### src/rtl/thunderbird_pkg.sv
// Shared types and constants for the thunderbird turn-signal slice.
// Holds the arbiter mode encoding and default sequence timing.
package thunderbird_pkg;

    typedef enum logic [1:0] {
        IDLE   = 2'b00,
        LEFT   = 2'b01,
        RIGHT  = 2'b10,
        HAZARD = 2'b11
    } mode_t;

    localparam int SEQ_TICKS_DEF   = 4;
    localparam int FLASH_LIMIT_DEF = 8;

    // Counter width for a count of n states, never narrower than one bit.
    function automatic int cnt_width(input int n);
        return (n > 1) ? $clog2(n) : 1;
    endfunction

endpackage

### src/rtl/sw_sync_edge.sv
// Two-flop synchronizer for one raw switch input.
// Exposes the synchronized level and a one-cycle rising-edge strobe.
module sw_sync_edge (
    input  logic clk,
    input  logic rst,
    input  logic d,
    output logic level,
    output logic rise
);

    logic s1;
    logic s2;
    logic prev;

    // Metastability chain plus a delayed copy for edge detection.
    always_ff @(posedge clk or posedge rst) begin
        if (rst) begin
            s1   <= 1'b0;
            s2   <= 1'b0;
            prev <= 1'b0;
        end else begin
            s1   <= d;
            s2   <= s1;
            prev <= s2;
        end
    end

    assign level = s2;
    assign rise  = s2 & ~prev;

endmodule

### src/rtl/turn_request_arbiter.sv
// Turns raw stalk/hazard/cancel switches into exclusive left/right commands.
// TURN_AUTO_CANCEL_EN builds the tick counter and auto-cancel path.
module turn_request_arbiter
    import thunderbird_pkg::*;
#(
    parameter int SEQ_TICKS   = SEQ_TICKS_DEF,
    parameter int FLASH_LIMIT = FLASH_LIMIT_DEF
) (
    input  logic       Clk,
    input  logic       reset,
    input  logic       tick,
    input  logic       left_sw,
    input  logic       right_sw,
    input  logic       hazard_sw,
    input  logic       cancel_sw,
    output logic       left,
    output logic       right,
    output logic [1:0] mode,
    output logic       expired
);

    localparam int TOTAL = SEQ_TICKS * FLASH_LIMIT;
    localparam int CW    = cnt_width(TOTAL);

    logic  l_rise;
    logic  r_rise;
    logic  c_rise;
    logic  haz;
    logic  l_lvl;
    logic  r_lvl;
    logic  c_lvl;
    logic  h_rise;

    mode_t state;
    mode_t nstate;
    logic  turning;
    logic  enter;
    logic  fire;
    logic  ac_hit;

    sw_sync_edge u_left (
        .clk   (Clk),
        .rst   (reset),
        .d     (left_sw),
        .level (l_lvl),
        .rise  (l_rise)
    );

    sw_sync_edge u_right (
        .clk   (Clk),
        .rst   (reset),
        .d     (right_sw),
        .level (r_lvl),
        .rise  (r_rise)
    );

    sw_sync_edge u_cancel (
        .clk   (Clk),
        .rst   (reset),
        .d     (cancel_sw),
        .level (c_lvl),
        .rise  (c_rise)
    );

    sw_sync_edge u_hazard (
        .clk   (Clk),
        .rst   (reset),
        .d     (hazard_sw),
        .level (haz),
        .rise  (h_rise)
    );

    assign turning = (state == LEFT) || (state == RIGHT);

    // Next mode: hazard level, then cancel, then stalk edges, then timeout.
    always_comb begin
        nstate = state;
        enter  = 1'b0;
        fire   = 1'b0;
        if (haz) begin
            nstate = HAZARD;
        end else if (state == HAZARD) begin
            nstate = IDLE;
        end else if (c_rise && turning) begin
            nstate = IDLE;
        end else if (l_rise && !r_rise) begin
            if (state == LEFT) begin
                nstate = IDLE;
            end else begin
                nstate = LEFT;
                enter  = 1'b1;
            end
        end else if (r_rise && !l_rise) begin
            if (state == RIGHT) begin
                nstate = IDLE;
            end else begin
                nstate = RIGHT;
                enter  = 1'b1;
            end
        end else if (ac_hit) begin
            nstate = IDLE;
            fire   = 1'b1;
        end
    end

    // Mode register.
    always_ff @(posedge Clk or posedge reset) begin
        if (reset) begin
            state <= IDLE;
        end else begin
            state <= nstate;
        end
    end

`ifdef TURN_AUTO_CANCEL_EN
    localparam logic [CW-1:0] LAST = CW'(TOTAL - 1);

    logic [CW-1:0] cnt;
    logic [CW-1:0] cnt_n;
    logic          expired_q;

    assign ac_hit = turning && tick && (cnt == LAST);

    // Tick count restarts on every turn entry and idles at zero otherwise.
    always_comb begin
        cnt_n = cnt;
        if (enter || !((nstate == LEFT) || (nstate == RIGHT))) begin
            cnt_n = '0;
        end else if (tick) begin
            cnt_n = cnt + CW'(1);
        end
    end

    // Counter and timeout strobe registers.
    always_ff @(posedge Clk or posedge reset) begin
        if (reset) begin
            cnt       <= '0;
            expired_q <= 1'b0;
        end else begin
            cnt       <= cnt_n;
            expired_q <= fire;
        end
    end

    assign expired = expired_q;

    logic unused_ok;
    assign unused_ok = &{l_lvl, r_lvl, c_lvl, h_rise};
`else
    assign ac_hit  = 1'b0;
    assign expired = 1'b0;

    logic unused_ok;
    assign unused_ok = &{l_lvl, r_lvl, c_lvl, h_rise, tick, enter, fire,
                         (TOTAL != 0), (CW != 0)};
`endif

    assign left  = (state == LEFT) || (state == HAZARD);
    assign right = (state == RIGHT) || (state == HAZARD);
    assign mode  = state;

endmodule

### config.mk
export PLATFORM = sky130hd
export DESIGN_NAME = turn_request_arbiter
export DESIGN_NICKNAME = d
export VERILOG_FILES = /design/src/rtl/thunderbird_pkg.sv /design/src/rtl/sw_sync_edge.sv /design/src/rtl/turn_request_arbiter.sv
export SDC_FILE = /design/constraint.sdc
export NUM_CORES = 1
export LEC_CHECK = 0
export BUFFER_PORTS_ARGS = -buffer_cell sky130_fd_sc_hd__buf_4
export CAP_MARGIN = 20
export CORE_MARGIN = 1
export CORE_UTILIZATION = 33
export DETAILED_ROUTE_END_ITERATION = 8
export PLACE_DENSITY = 0.66
export SYNTH_ARGS = -nofsm -noshare
export SYNTH_HDL_FRONTEND = slang
export SYNTH_SLANG_ARGS = --single-unit
### constraint.sdc
create_clock -name Clk -period 2 [get_ports Clk]
set_input_delay 0.3 -clock Clk [delete_from_list [all_inputs] [get_ports Clk]]
set_output_delay 0.3 -clock Clk [all_outputs]
set_load 0.1 [all_outputs]
==> out/qor.yml <==
outcome:
  outcome: "complete, no violations"
layout:
  multiInputGateArea_um2: 154
  regArea_um2: 328
  n_antenna_cell: 0
  syn_to_final_growth_pct: 21.4
  final_nets: 60
  layout-drive-gt1-share: 0.388
  n_fill_cell: 134
  finish.instance_area_um2: 609
logic_synthesis:
  synth_top_family_by_area: "simple AND/OR/NAND/NOR gates"
  synth-simple-area-share: 0.125
  synth_mux_area_frac: 0
  syn_inst: 37
  async_flop_share: 1.00
  post_synth_fa_ha_maj_area_fraction: 0.0748
  synth_flop_cell: "dfrtp_1"
  synth_area_leaders: "dfrtp_1 65%, ha_1 7.5%, inv_1 3.0%"
  syn_area_um2: 502
  synth_compound_area_frac: 0.0998
  synth_xor_area_frac: 0
  yosysUniqueCellTypes: 17
  synth_edf_count: 0
  synthDominantCellAreaShare: 0.648
  yosysMostFrequentCell: "dfrtp_1"
  avgSynthCellArea_um2: 13.6
  syn_nets: 47
  yosys_warnings: 0
  synth_common_cells: "13 x dfrtp_1, 4 x inv_1, 4 x nor2_1"
  yosysTopAreaCell: "dfrtp_1"
  synth-seq-cells: 13
  synth-seq-area-share: 0.648
critical_path:
  crit_required_ps: 1700
  path_max_fanout: 5
  worstSetupPathType: "reg2out"
  critPathLaunchType: "flip-flop"
  path_cells: "ha_1 > or2_2 > buf_4"
  worstSetupEndpointType: "primary output"
  crit_buf_inv: 1
  critPathMaxStageDelay_ps: 440
  cpLargestDelayFamily: "flip-flops"
  critical_path_arrival_ps: 1490
  cp_slowest_cell: "dfrtp_2"
clock_network:
  ctsHoldBuffers: 0
  cts.htree.levels: 1
  root_buffer: "clkbuf_4"
  clkLatencyLatePin_ps: 260
  cts_made_buffers: 3
  cts_resized: 0
  postCtsSetupRepairBufs: 0
  clk_pin_slew_ps: 70
  cts_tree: "yes"
  clk_path_buf_depth: 2
  cts_sinks: 13
route:
  vias_per_cell: 4.55
  finalWirelength_um: 606
  wl_per_cell_um: 9.47
  vias: 291
  drtAntennaViolNets: 0
  drt-initial-drc-count: 4
  firstDrtPassIters: 4
  drc: 0
floorplan:
  core_um2: 1350
  die_area_um2: 1680
  start_util: 0.372
  io_pins: 12
  die_w_um: 41.0
  fp.dieH_um: 41.0
  fp-row-count: 13
place:
  globalplace.congestion: 0.635
  io_buffers: 9
  dp_slack_ps: 383
  place_area_um2: 583
power:
  pwr-share-seq: 0.373
  internal_power_mw: 0.451
  switching_share: 0.453
  switchingPower_mw: 0.374
  peakVddDrop_uv: 463
  finalPower_mw: 0.825
  combPwrFrac: 0.448
  p_clk_frac: 0.179
  leakage_nw: 0.300
  cellPowerDensity_nw_per_um2: 1350
sta:
  finalClockSkew_ps: 2.33
  setup_viol: 0
  rsz0062_at_grt: "false"
  fmax_mhz: 560
  fin_crit_ps: 1790
  fin_setup_tns_ps: 0
  setup_slack_ps: 213
  fin_crit_sh: 0.894
  finalHoldViolations: 0
  drv_slew: 0
run:
  max_cap_viol_count: 0
grt:
  grt_pass1_wl_um: 1010
  grt.overflow.total: 0
  grt_max_degree: 14
  grt_pass1_vias: 277
  antenna_found_initial: 0
  gr-usage-all-layers: 0.0946
min_path:
  min_path_type: "in2async"
[registers in the layout, summed over array words and instances, names as in the netlist]
register and flops:
u_cancel.s1 1, u_left.s1 1, u_hazard.s1 1, u_right.s1 1, u_right.prev 1, u_cancel.prev 1
u_hazard.level 1, u_left.level 1, u_right.level 1, u_left.prev 1, mode 2, u_cancel.level 1
[power by group through the flow]
stage | Clock, mW | Combinational [mW] | Sequential [mW]
final | 0.148 | 0.370 | 0.308
after global routing | 0.172 | 0.391 | 0.311
after CTS | 0.161 | 0.372 | 0.309
after detailed placement | 0 | 0.372 | 0.314
after global placement | 0 | 0.368 | 0.313
after floorplan | 0 | 0.222 | 0.392
[worst paths after layout]
| kind | from | endpoint | slack [ps] | cells after the start |
|---|---|---|---|---|
| max | mode[0] | right | 210 | 3 |
| min | reset | u_hazard.s1 | 40 | 2 |
| max reg2reg | mode[0] | mode[0] | 410 | 6 |
| min reg2reg | u_right.s1 | u_right.level | 350 | 0 |
| max in group asynchronous | reset | mode[1] | 1620 | 2 |
| min in group Clk | right_sw | u_right.s1 | 140 | 1 |
[layer usage]
layer | track usage | wire length, µm
met5 | 0 | 0
met3 | 0.0326 | 51
met4 | 0.0500 | 0
met1 | 0.0954 | 264
met2 | 0.168 | 289
[placed cells by master, fill, tap and decap left out]
cell,instances
inv_1,4
ha_1,3
buf_4,9
o32a_1,1
conb_1,1
or2_2,1
o31a_2,1
a21oi_1,1
dfrtp_1,11
clkbuf_1,1
clkbuf_4,3
nor3_1,1
dfrtp_2,2
nor2_1,4
or3b_1,1
nand2b_4,1
nor2b_4,1
a211o_1,1
a211oi_1,1
o21ai_2,1
[kinds of logic after synthesis]
family	after synthesis
simple gates	9
flops	13
buf+inv	5
other cells	1
fa+ha+maj	3
compound gates	6
[worst register-to-register path: stages, from the launching register on]
cell and delay [ps]:
dfrtp_2 400, inv_1 50, ha_1 280, or3b_1 390, o21ai_2 100, nor3_1 60
a211oi_1 210
[metrics by stage]
step,cells,utilization,hold WS [ps]
finish,64,0.451,42.6
global route,64,0.451,75.9
CTS,64,0.451,50.5
detailed placement,60,0.432,340
global placement,60,0.432,331
floorplan,37,-,177
[cell type report]
class                   instances  area share
well taps                      15      0.0308
multi-input cells              19       0.253
repair buffers                  9       0.111
clock buffers                   4      0.0431
flip-flops and latches         13       0.538
inverters                       4      0.0246
Power figures use the tool's default switching activity.
